$ cat src/rtl/clct_pretrig_hold_if.sv
// Bus between the best-1-of-32 sorter/config side (master) and the pre-trigger hold stage (slave).
interface clct_pretrig_hold_if #(
  parameter int MXPATB = 7,
  parameter int MXKEYB = 5,
  parameter int MXPATC = 4,
  parameter int MXCNTB = 16
);
  logic [MXPATB-1:0] best_pat;
  logic [MXKEYB-1:0] best_key;
  logic [MXPATC-1:0] best_carry;
  logic [2:0]        hit_thresh;
  logic [3:0]        pid_thresh;
  logic [3:0]        drift_delay;
  logic [3:0]        dead_time;
  logic              cnt_clear;

  logic              pretrig;
  logic              busy;
  logic              clct_vld;
  logic [MXPATB-1:0] clct_pat;
  logic [MXKEYB-1:0] clct_key;
  logic [MXPATC-1:0] clct_carry;
  logic [MXCNTB-1:0] pretrig_cnt;

  modport master (
    output best_pat, best_key, best_carry, hit_thresh, pid_thresh,
           drift_delay, dead_time, cnt_clear,
    input  pretrig, busy, clct_vld, clct_pat, clct_key, clct_carry, pretrig_cnt
  );

  modport slave (
    input  best_pat, best_key, best_carry, hit_thresh, pid_thresh,
           drift_delay, dead_time, cnt_clear,
    output pretrig, busy, clct_vld, clct_pat, clct_key, clct_carry, pretrig_cnt
  );
endinterface

$ cat src/rtl/clct_pretrig_hold.sv
// CLCT pre-trigger: qualifies the sorter's best pattern, holds it through a drift window
// (upgrading on a strictly better same-key pattern), emits once, then enforces dead time.
module clct_pretrig_hold #(
  parameter int MXPATB = 7,
  parameter int MXKEYB = 5,
  parameter int MXPATC = 4,
  parameter int MXCNTB = 16
) (
  input  logic               clock,
  input  logic               reset_n,
  clct_pretrig_hold_if.slave bus
);

  typedef enum logic [1:0] {IDLE = 2'd0, DRIFT = 2'd1, DEAD = 2'd2} state_t;

  state_t            state_q,       state_d;
  logic [3:0]        cnt_q,         cnt_d;
  logic [MXPATB-1:0] hold_pat_q,    hold_pat_d;
  logic [MXKEYB-1:0] hold_key_q,    hold_key_d;
  logic [MXPATC-1:0] hold_carry_q,  hold_carry_d;
  logic              pretrig_q,     pretrig_d;
  logic              busy_q,        busy_d;
  logic              clct_vld_q,    clct_vld_d;
  logic [MXPATB-1:0] clct_pat_q,    clct_pat_d;
  logic [MXKEYB-1:0] clct_key_q,    clct_key_d;
  logic [MXPATC-1:0] clct_carry_q,  clct_carry_d;
  logic [MXCNTB-1:0] pretrig_cnt_q, pretrig_cnt_d;

  logic qualify;
  logic upgrade;

  always_comb begin
    qualify = (bus.best_pat[MXPATB-1:4] >= bus.hit_thresh) &&
              (bus.best_pat[3:0] >= bus.pid_thresh);
    // Bend bit (bit 0) does not make a pattern better.
    upgrade = (bus.best_key == hold_key_q) &&
              (bus.best_pat[MXPATB-1:1] > hold_pat_q[MXPATB-1:1]);
  end

  always_comb begin
    // NOTE: every output of this block gets a default first, so no path through the case infers a latch.
    state_d      = state_q;
    cnt_d        = cnt_q;
    hold_pat_d   = hold_pat_q;
    hold_key_d   = hold_key_q;
    hold_carry_d = hold_carry_q;
    pretrig_d    = 1'b0;
    busy_d       = 1'b0;
    clct_vld_d   = 1'b0;
    clct_pat_d   = clct_pat_q;
    clct_key_d   = clct_key_q;
    clct_carry_d = clct_carry_q;

    unique case (state_q)
      IDLE: begin
        if (qualify) begin
          hold_pat_d   = bus.best_pat;
          hold_key_d   = bus.best_key;
          hold_carry_d = bus.best_carry;
          cnt_d        = bus.drift_delay;
          state_d      = DRIFT;
          pretrig_d    = 1'b1;
          busy_d       = 1'b1;
        end
      end
      DRIFT: begin
        if (upgrade) begin
          hold_pat_d   = bus.best_pat;
          hold_key_d   = bus.best_key;
          hold_carry_d = bus.best_carry;
        end
        if (cnt_q != 4'd0) begin
          cnt_d  = cnt_q - 4'd1;
          busy_d = 1'b1;
        end else begin
          // Emit includes an upgrade taken on this final drift cycle.
          clct_vld_d   = 1'b1;
          clct_pat_d   = hold_pat_d;
          clct_key_d   = hold_key_d;
          clct_carry_d = hold_carry_d;
          if (bus.dead_time != 4'd0) begin
            cnt_d   = bus.dead_time;
            state_d = DEAD;
            busy_d  = 1'b1;
          end else begin
            state_d = IDLE;
          end
        end
      end
      DEAD: begin
        cnt_d = cnt_q - 4'd1;
        if (cnt_q <= 4'd1) state_d = IDLE;
        else               busy_d  = 1'b1;
      end
      default: state_d = IDLE;
    endcase
  end

  always_comb begin
    pretrig_cnt_d = pretrig_cnt_q;
    if (bus.cnt_clear)
      pretrig_cnt_d = '0;
    else if (pretrig_q && (pretrig_cnt_q != {MXCNTB{1'b1}}))
      pretrig_cnt_d = pretrig_cnt_q + MXCNTB'(1);
  end

  // NOTE: every register, held pattern included, is cleared by reset so an aborted window leaves no trace.
  always_ff @(posedge clock or negedge reset_n) begin
    if (!reset_n) begin
      state_q       <= IDLE;
      cnt_q         <= '0;
      hold_pat_q    <= '0;
      hold_key_q    <= '0;
      hold_carry_q  <= '0;
      pretrig_q     <= 1'b0;
      busy_q        <= 1'b0;
      clct_vld_q    <= 1'b0;
      clct_pat_q    <= '0;
      clct_key_q    <= '0;
      clct_carry_q  <= '0;
      pretrig_cnt_q <= '0;
    end else begin
      // NOTE: non-blocking assignments so every flop samples pre-edge values.
      state_q       <= state_d;
      cnt_q         <= cnt_d;
      hold_pat_q    <= hold_pat_d;
      hold_key_q    <= hold_key_d;
      hold_carry_q  <= hold_carry_d;
      pretrig_q     <= pretrig_d;
      busy_q        <= busy_d;
      clct_vld_q    <= clct_vld_d;
      clct_pat_q    <= clct_pat_d;
      clct_key_q    <= clct_key_d;
      clct_carry_q  <= clct_carry_d;
      pretrig_cnt_q <= pretrig_cnt_d;
    end
  end

  assign bus.pretrig     = pretrig_q;
  assign bus.busy        = busy_q;
  assign bus.clct_vld    = clct_vld_q;
  assign bus.clct_pat    = clct_pat_q;
  assign bus.clct_key    = clct_key_q;
  assign bus.clct_carry  = clct_carry_q;
  assign bus.pretrig_cnt = pretrig_cnt_q;

endmodule

$ cat src/flat_wrapper.sv
// flat-port wrapper written by rule: the top's interface ports become plain ports
module clct_pretrig_hold_flat 
#(
  parameter int MXPATB = 7,
  parameter int MXKEYB = 5,
  parameter int MXPATC = 4,
  parameter int MXCNTB = 16
)
  (clock, reset_n, bus_best_pat, bus_best_key, bus_best_carry, bus_hit_thresh, bus_pid_thresh, bus_drift_delay, bus_dead_time, bus_cnt_clear, bus_pretrig, bus_busy, bus_clct_vld, bus_clct_pat, bus_clct_key, bus_clct_carry, bus_pretrig_cnt);
  clct_pretrig_hold_if #(.MXPATB(MXPATB), .MXKEYB(MXKEYB), .MXPATC(MXPATC), .MXCNTB(MXCNTB)) bus_i ();
  input  logic clock;
  input  logic reset_n;
  input wire logic [$bits(bus_i.best_pat)-1:0] bus_best_pat;
  input wire logic [$bits(bus_i.best_key)-1:0] bus_best_key;
  input wire logic [$bits(bus_i.best_carry)-1:0] bus_best_carry;
  input wire logic [$bits(bus_i.hit_thresh)-1:0] bus_hit_thresh;
  input wire logic [$bits(bus_i.pid_thresh)-1:0] bus_pid_thresh;
  input wire logic [$bits(bus_i.drift_delay)-1:0] bus_drift_delay;
  input wire logic [$bits(bus_i.dead_time)-1:0] bus_dead_time;
  input wire logic [$bits(bus_i.cnt_clear)-1:0] bus_cnt_clear;
  output wire logic [$bits(bus_i.pretrig)-1:0] bus_pretrig;
  output wire logic [$bits(bus_i.busy)-1:0] bus_busy;
  output wire logic [$bits(bus_i.clct_vld)-1:0] bus_clct_vld;
  output wire logic [$bits(bus_i.clct_pat)-1:0] bus_clct_pat;
  output wire logic [$bits(bus_i.clct_key)-1:0] bus_clct_key;
  output wire logic [$bits(bus_i.clct_carry)-1:0] bus_clct_carry;
  output wire logic [$bits(bus_i.pretrig_cnt)-1:0] bus_pretrig_cnt;
  assign bus_i.best_pat = bus_best_pat;
  assign bus_i.best_key = bus_best_key;
  assign bus_i.best_carry = bus_best_carry;
  assign bus_i.hit_thresh = bus_hit_thresh;
  assign bus_i.pid_thresh = bus_pid_thresh;
  assign bus_i.drift_delay = bus_drift_delay;
  assign bus_i.dead_time = bus_dead_time;
  assign bus_i.cnt_clear = bus_cnt_clear;
  assign bus_pretrig = bus_i.pretrig;
  assign bus_busy = bus_i.busy;
  assign bus_clct_vld = bus_i.clct_vld;
  assign bus_clct_pat = bus_i.clct_pat;
  assign bus_clct_key = bus_i.clct_key;
  assign bus_clct_carry = bus_i.clct_carry;
  assign bus_pretrig_cnt = bus_i.pretrig_cnt;
  clct_pretrig_hold #(.MXPATB(MXPATB), .MXKEYB(MXKEYB), .MXPATC(MXPATC), .MXCNTB(MXCNTB)) u_core (.clock(clock), .reset_n(reset_n), .bus(bus_i));
endmodule
$ cat config.mk
export PLATFORM = sky130hd
export DESIGN_NAME = clct_pretrig_hold_flat
export DESIGN_NICKNAME = d
export VERILOG_FILES = /design/src/rtl/clct_pretrig_hold_if.sv /design/src/rtl/clct_pretrig_hold.sv /design/src/flat_wrapper.sv
export SDC_FILE = /design/constraint.sdc
export NUM_CORES = 1
export LEC_CHECK = 0
export ABC_AREA = 1
export CORE_MARGIN = 2
export CORE_UTILIZATION = 43
export DETAILED_ROUTE_END_ITERATION = 8
export PLACE_DENSITY = 0.68
export SLEW_MARGIN = 25
export SYNTH_ARGS = -nofsm -noshare
export SYNTH_HDL_FRONTEND = slang
export SYNTH_SLANG_ARGS = --single-unit
$ cat constraint.sdc
create_clock -name clock -period 2.1 [get_ports clock]
set_clock_uncertainty 0.2 [all_clocks]
set_input_delay 0.21 -clock clock [delete_from_list [all_inputs] [get_ports clock]]
set_output_delay 0.21 -clock clock [all_outputs]
set_load 0.02 [all_outputs]
# After elaboration in Yosys (flattened, before gate mapping)
# Cells that the tools add are included.
# Widths: inputs -> output; s select.
# totals
inputBits	34
register_bits	57
out_inout_bits	35
# op_classes
n_reduce_logical	13
n_addsub	2
n_lt_le_gt_ge	4
muxes	28
n_eq_ne	8
bitwise_logic	1
# ops
op	n
$mux 16	2
$mux 4	5
$add 16x1->16 const B	1
$ne 16x16->1 const B	1
$mux 7	2
$pmux 7 s2	1
$pmux 4 s3	1
$mux 5	2
$pmux 5 s2	1
$mux 2	4
$pmux 4 s2	1
$reduce_bool 4->1	2
$mux 1	7
$gt 6x6->1	1
$pmux 2 s3	1
$reduce_and 3->1	2
$eq 5x5->1	1
$ge 4x4->1	1
$le 4x1->1 const B	1
$ne 2x1->1 const B	2
$reduce_and 2->1	2
$reduce_bool 2->1	2
$sub 4x1->4 const B	1
$ge 3x3->1	1
other kinds (9)	11

# Logic depth before layout (Yosys ltp)
# Gate-level depths: netlist of the first run.
# logic_depth
ltp_word	4
depth_mapped	13
depth_no_buf	12

# Worst setup path before layout of the first run
# Ideal clock, no wire load.
# synth_timing
path_type	reg-to-reg
start	register u_core.pretrig_cnt_q[1], in the netlist u_core.bus.pretrig_cnt[1]
end	register u_core.pretrig_cnt_q[14], in the netlist u_core.bus.pretrig_cnt[14]
setup_ns	0.119
path_stages_with_launch	10
arrival_ns	1.531
n_path_buf	1
slack_ns	0.249
synth_period_minus_slack_ns	1.851
required_time_ns	1.781
cell_sequence	dfrtp_1 > ha_1 > nand3_2 > nor3_4 > nand3_2 > nand2_2 > nand2_4 > buf_6 > nand4_2 > o21ai_2
# synth_between
elab_chain_cells	3
# synth_lines
item	line	rtl
start: declaration	clct_pretrig_hold.sv:27	logic [MXCNTB-1:0] pretrig_cnt_q, pretrig_cnt_d;
start signal: assignment	clct_pretrig_hold.sv:135	pretrig_cnt_q <= pretrig_cnt_d;
$add 16x1->16 or $ne 16x16->1 (tied branches)	clct_pretrig_hold.sv:104, clct_pretrig_hold.sv:103	
$mux 16 or $logic_and 1x1->1 (tied branches)	clct_pretrig_hold.sv:103	else if (pretrig_q && (pretrig_cnt_q != {MXCNTB{1'b1}}))
$mux 16 or $reduce_bool 2->1 (tied branches)	-	
# Parallel ways exist; a longest one is shown, timed or not. The select of a mux whose other input is x is not followed.
# A chain may end at the register's enable or synchronous reset.

# Final worst setup path of the first run
# layout_timing
start	input bus_best_pat[5]
end	register u_core.cnt_q[0]
# layout_between
elab_chain_cells	4
# layout_lines
item	line	rtl
start: declaration	flat_wrapper.sv:13	input wire logic [$bits(bus_i.best_pat)-1:0] bus_best_pat;
$ge 3x3->1	clct_pretrig_hold.sv:33	qualify = (bus.best_pat[MXPATB-1:4] >= bus.hit_thresh) &&
$logic_and 1x1->1	clct_pretrig_hold.sv:33	
$ne 2x1->1 (no line)	-	
$reduce_and 3->1 (no line)	-	
end signal: assignment	clct_pretrig_hold.sv:125	cnt_q <= cnt_d;
end: declaration	clct_pretrig_hold.sv:17	logic [3:0] cnt_q, cnt_d;
# No other way between the ends.

==> results of run 1 <==
## flip-flops by register name (all words and copies together) (netlist names)
name,count
u_core.bus.clct_pat,7
u_core.bus.clct_vld,1
u_core.bus.pretrig,1
u_core.cnt_q,4
u_core.bus.busy,1
u_core.bus.clct_key,5
u_core.hold_carry_q,4
u_core.bus.pretrig_cnt,16
u_core.hold_key_q,5
u_core.state_q,2
u_core.bus.clct_carry,4
u_core.hold_pat_q,7
## worst min-delay path, stage by stage
cell and delay (ns):
dlygate4sd3_1 0.52, buf_2 0.12, buf_12 0.27
## metrics by stage
step | total power [W] | area [um2]
2_1_floorplan | 0.00362 | 3720
3_3_place_gp | 0.00463 | 4720
3_5_place_dp | 0.00472 | 4720
4_1_cts | 0.00579 | 4930
5_1_grt | 0.00633 | 4970
6_report | 0.00584 | 4970
## cell type report
class	count	area (um2)	area share (%)
clock buffers	9	124	2.49
well taps	105	131	2.64
clock inverters	7	78.8	1.58
repair buffers	105	985	19.8
inverters	56	210	4.23
multi-input cells	376	2020	40.6
flip-flops and latches	57	1430	28.7
## cells in the final DEF, fill, tap and decap left out, types with 2 or more instances in the layout
cell             count
a21oi_1             20
a31oi_1              3
buf_12               2
buf_4               33
clkbuf_8             9
clkdlybuf4s50_1     67
clkinv_4             2
clkinvlp_4           3
dfrtp_1             57
ha_1                21
inv_1               52
inv_2                4
nand2_1            170
nand2_2             15
nand3_1             37
nand3_2              5
nand4_1              3
nand4_2              5
nor2_1              35
nor3_1               8
nor3_2               2
o21ai_0             20
o21ai_2              8
o21bai_1             3
xor2_1               8
## cells by family after synthesis
family / Yosys count / synth area share [%]
and+or+nand+nor: 288 / 35.2
buffers and inverters: 72 / 8.16
AOI/OAI and AO/OA: 58 / 9.14
DFF: 57 / 38.3
adders and majority gates: 21 / 7.05
xor gates and xnor gates: 9 / 2.12
## power groups by stage
| stage | logic [W] | clock network, W | registers (W) |
|---|---|---|---|
| 2_1_floorplan | 0.00167 | 0 | 0.00196 |
| 3_3_place_gp | 0.00285 | 0 | 0.00178 |
| 3_5_place_dp | 0.00293 | 0 | 0.00179 |
| 4_1_cts | 0.00294 | 0.00107 | 0.00178 |
| 5_1_grt | 0.00337 | 0.00113 | 0.00182 |
| 6_report | 0.00300 | 0.00106 | 0.00177 |
## repair_timing
item                                    CTS  global route
gates resized for setup                   0             6
buffers inserted                          0             2
hold endpoints to repair                 57             0
endpoints found under the setup margin    0            15
hold buffers                              1             0
## metal layers
| layer | GRT usage, % | wire length [um] | vias to the layer above |
|---|---|---|---|
| li1 | - | - | 1818 |
| met1 | 28.2 | 4400 | 1719 |
| met2 | 34.3 | 4520 | 93 |
| met3 | 4.32 | 395 | 15 |
| met4 | 6.50 | 143 | 0 |
| met5 | 0 | 0 | - |
## worst max path at each step
stage	start	end	cells after the start
5_1_grt	bus_best_pat[5]	u_core.cnt_q[0]	9
3_3_place_gp	bus_best_pat[1]	u_core.hold_carry_q[1]	12
2_1_floorplan	u_core.bus.pretrig_cnt[1]	u_core.bus.pretrig_cnt[14]	9
4_1_cts	bus_best_pat[1]	u_core.hold_carry_q[0]	12
3_5_place_dp	bus_best_pat[1]	u_core.hold_carry_q[0]	12
6_report	bus_best_pat[5]	u_core.cnt_q[0]	9
==> flow_metrics.env, run 1 <==
export IMPL_status="finished clean"
export IMPL_reg2reg_depth=13
export IMPL_hold_viol=0
export IMPL_pre_cts_slack_ns=-0.234
export IMPL_maxCapViolCount=0
export IMPL_ctsLongestPathBuffers=2
export IMPL_cp_top_family="buffers and inverters"
export IMPL_ant_nets=0
export IMPL_crit_arrival_ns=2.06
export IMPL_wire_per_inst_um=13.2
export IMPL_firstDrtPassIters=5
export IMPL_hold_path_class="in2async"
export IMPL_ys_seq_elements=57
export IMPL_crit_top_cell="nand2_1"
export IMPL_track_usage_pct=21.0
export IMPL_cp_slowest_cell="clkdlybuf4s50_1"
export IMPL_setup_slack_ns=0.0955
export IMPL_rsz0062_at_grt="yes"
export IMPL_p_switching_w=0.00252
export IMPL_r2r_start="u_core.hold_pat_q[4]"
export IMPL_p_int_w=0.00332
export IMPL_ys_types=34
export IMPL_clk_latency_ns=0.35
export IMPL_drcViolationCount=0
export IMPL_start_util_pct=44.9
export IMPL_first_global_vias=3631
export IMPL_yosys_warnings=0
export IMPL_critPathCaptureType="flop"
export IMPL_critPathRequiredTime_ns=2.15
export IMPL_hold_ws_ns=0.193
export IMPL_p_per_area_nw_per_um2=1170
export IMPL_die_w_um=97.1
export IMPL_critPathBufInv=2
export IMPL_cts_inserted_buffers=9
export IMPL_path_max_fanout=4
export IMPL_vias=3645
export IMPL_grt_max_degree=58
export IMPL_worstPathCellList="clkdlybuf4s50_1, ha_1, nand2_1, o211ai_1, nand2_1, a21oi_2, buf_4, nand2_1, o21ai_0"
export IMPL_ys_seq_area_share_pct=38.3
export IMPL_sw_frac_of_total_pct=43.1
export IMPL_setup_viol=0
export IMPL_ir_drop_uv=602
export IMPL_antenna_found_initial=0
export IMPL_synth_top_area_share_pct=38.3
export IMPL_htree_levels=3
export IMPL_synth_edf_count=0
export IMPL_synth_avg_cell_area_um2=7.38
export IMPL_nFillCells=764
export IMPL_dp_cells=696
export IMPL_power_frac_comb_pct=51.5
export IMPL_syn_to_final_growth_pct=33.5
export IMPL_die_area_um2=9420
export IMPL_core_area_um2=8300
export IMPL_rows=33
export IMPL_crit_type="in2reg"
export IMPL_finalNonFillerCells=715
export IMPL_io_pins=69
export IMPL_antenna_cells=0
export IMPL_synthCells=505
export IMPL_start_kind="primary input"
export IMPL_p_leak_nw=2.44
export IMPL_drt_total_wl_um=9450
export IMPL_yosysMostFrequentCell="nand2_1"
export IMPL_ys_flop_type="dfrtp_1"
export IMPL_nNetsFinal=660
export IMPL_syn_num_nets=560
export IMPL_dp_hpwl_um=6990
export IMPL_reg2reg_to="u_core.hold_carry_q[3]"
export IMPL_drive_above_1_share_pct=16.2
export IMPL_slowest_delay_ns=0.50
export IMPL_post_route_min_period_ns=2.00
export IMPL_die_height_um=97.1
export IMPL_fin_util_pct=59.9
export IMPL_cts_tree="done"
export IMPL_post_route_period_util_pct=95.5
export IMPL_grt_overflow=0
export IMPL_synth_area_um2=3720
export IMPL_drt_iter0_drc=181
export IMPL_yosysTopAreaCell="dfrtp_1"
export IMPL_routed_via_density=5.10
export IMPL_gp_congestion=0.892
export IMPL_cts_sinks=57
export IMPL_pwr_share_seq_pct=30.4
export IMPL_clk_pin_slew_ns=0.07
export IMPL_synthTopCellsByCount="nand2_1 (171), dfrtp_1 (57), inv_1 (53), nand3_1 (37), nor2_1 (35)"
export IMPL_worst_pin_slew_ns=0.504
export IMPL_portBuffers=68
export IMPL_async_reset_ff_share_pct=100
export IMPL_maxSlewHeadroom_pct=66.1
export IMPL_grt_first_pass_wirelength_um=16500
export IMPL_cts_root_buf="clkbuf_8"
export IMPL_setup_tns_ns=0
export IMPL_max_freq_ghz=0.499
export IMPL_drv_slew=0
export IMPL_ys_top_cells_by_area="dfrtp_1 (38%), nand2_1 (17%), ha_1 (7.1%)"
export IMPL_power_share_clock_pct=18.1
export IMPL_reg2reg_slack_ns=0.14
No activity file was read; power rests on OpenSTA's default activity.
==> inputs of run 2 (changes only) <==
CORE_MARGIN = unset   (was 2)
==> run 2 against run 1 <==
Combinational power hardly changed. Total power grew 0.23%. Final cell count down 0.42%. Routed wire length is 0.21% higher. Clock power is 4% higher. Core utilization grew 0.12 points. Maximum frequency is 1.2% higher. Register-to-register slack got worse by 0.02 ns. Final area increased by 0.20%. Clock-buffer cell count increased by 5. Global-route usage increased by 1.5 points. Non-clock buffer count shrank 3. Critical path type is now reg2reg. Critical endpoint is now u_core.hold_pat_q[6].
==> flow_metrics.env, run 2 (same netlist as run 1, synthesis figures left out) <==
export IMPL_vias=3608
export IMPL_drt_total_wl_um=9470
export IMPL_crit_type="reg2reg"
export IMPL_ir_drop_uv=640
export IMPL_max_freq_ghz=0.505
export IMPL_p_per_area_nw_per_um2=1170
export IMPL_nNetsFinal=657
export IMPL_setup_tns_ns=0
export IMPL_cts_tree="done"
export IMPL_antenna_found_initial=0
export IMPL_routed_via_density=5.07
export IMPL_hold_ws_ns=0.142
export IMPL_rows=33
export IMPL_critPathCaptureType="flop"
export IMPL_start_util_pct=44.9
export IMPL_path_max_fanout=11
export IMPL_fin_util_pct=60.0
export IMPL_crit_arrival_ns=2.06
export IMPL_hold_path_class="in2reg"
export IMPL_final_common_cell="nand2_1"
export IMPL_cts_sinks=57
export IMPL_post_route_period_util_pct=94.3
export IMPL_portBuffers=68
export IMPL_grt_first_pass_wirelength_um=15600
export IMPL_htree_levels=3
export IMPL_maxSlewHeadroom_pct=66.2
export IMPL_firstDrtPassIters=4
export IMPL_setup_viol=0
export IMPL_io_pins=69
export IMPL_ctsLongestPathBuffers=2
export IMPL_ant_nets=0
export IMPL_status="finished clean"
export IMPL_grt_max_degree=40
export IMPL_grt_overflow=0
export IMPL_clk_latency_ns=0.34
export IMPL_gp_congestion=0.928
export IMPL_die_area_um2=9040
export IMPL_post_route_min_period_ns=1.98
export IMPL_critPathRequiredTime_ns=2.18
export IMPL_cts_inserted_buffers=9
export IMPL_wire_per_inst_um=13.3
export IMPL_first_global_vias=3355
export IMPL_drcViolationCount=0
export IMPL_drive_above_1_share_pct=16.0
export IMPL_track_usage_pct=22.5
export IMPL_dp_hpwl_um=6970
export IMPL_worst_pin_slew_ns=0.506
export IMPL_most_common_layout_cells="nand2_1 (170), clkdlybuf4s50_1 (65), dfrtp_1 (57)"
export IMPL_die_w_um=95.1
export IMPL_drv_slew=0
export IMPL_hold_viol=0
export IMPL_core_area_um2=8300
export IMPL_cts_root_buf="clkbuf_8"
export IMPL_largest_reg_flops=16
export IMPL_maxCapViolCount=0
export IMPL_antenna_cells=0
export IMPL_nFillCells=756
export IMPL_p_leak_nw=2.47
export IMPL_start_kind="flop"
export IMPL_clk_pin_slew_ns=0.06
export IMPL_drt_iter0_drc=181
export IMPL_syn_to_final_growth_pct=33.8
export IMPL_die_height_um=95.1
-- run 2: worst paths after layout --
path / startpoint / endpoint / slack, ns / depth (start not counted)
min in group asynchronous: reset_n / u_core.cnt_q[3] / 0.17 / 2
max in group asynchronous: reset_n / u_core.hold_pat_q[3] / 0.94 / 3
worst min register to register: u_core.bus.clct_carry[2] / u_core.bus.clct_carry[2] / 0.29 / 2
worst max register to register: u_core.hold_pat_q[6] / u_core.hold_pat_q[6] / 0.12 / 11
worst min-delay path: bus_best_pat[6] / u_core.hold_pat_q[6] / 0.14 / 5
worst max-delay path: u_core.hold_pat_q[6] / u_core.hold_pat_q[6] / 0.12 / 11
-- run 2: worst max-delay path: stages (launching register included) --
cell and delay, ns:
dfrtp_1 0.39, inv_1 0.06, ha_1 0.28, nand2_1 0.08, nor2_2 0.14, nand2_1 0.08, nand3_1 0.13, buf_4 0.20
nand3_1 0.13, nand3_1 0.12, nand2_1 0.05, nand2_1 0.05
-- run 2: area by class of cell --
type                    instances  area, um2  share of cell area (%)
clock buffers                  14        173                    3.46
multi-input cells             376       2030                    40.8
flip-flops and latches         57       1430                    28.6
well taps                     105        131                    2.64
clock inverters                 2       35.0                   0.703
repair buffers                102        976                    19.6
inverters                      56        210                    4.22
-- run 2: timing repair --
item / CTS / global route
buffers inserted: 0 / 5
resized for setup: 0 / 9
endpoints found under the setup margin: 0 / 22
endpoints found under the hold margin: 18 / 0
hold buffers: 1 / 0
-- run 2: through the flow --
stage               worst slack (ns)  instance area, um2  cells  power (W)
finish                         0.120                4980    712    0.00585
global route                 -0.0221                4980    712    0.00633
CTS                           0.0393                4900    707    0.00578
detailed placement            -0.313                4690    690    0.00465
global placement              -0.254                4690    690    0.00458
floorplan                      0.249                3720    505    0.00362
-- run 2: layer usage --
| layer | wire length [um] | up-vias | track usage, % |
|---|---|---|---|
| li1 | - | 1809 | - |
| met1 | 4290 | 1680 | 28.8 |
| met3 | 459 | 17 | 5.26 |
| met4 | 172 | 0 | 6.44 |
| met5 | 0 | - | 0 |
| met2 | 4560 | 102 | 37.9 |
-- run 2: report_power, final --
part           switching, W  internal, W
Sequential         0.000276      0.00150
Clock              0.000457     0.000645
Combinational       0.00172      0.00126
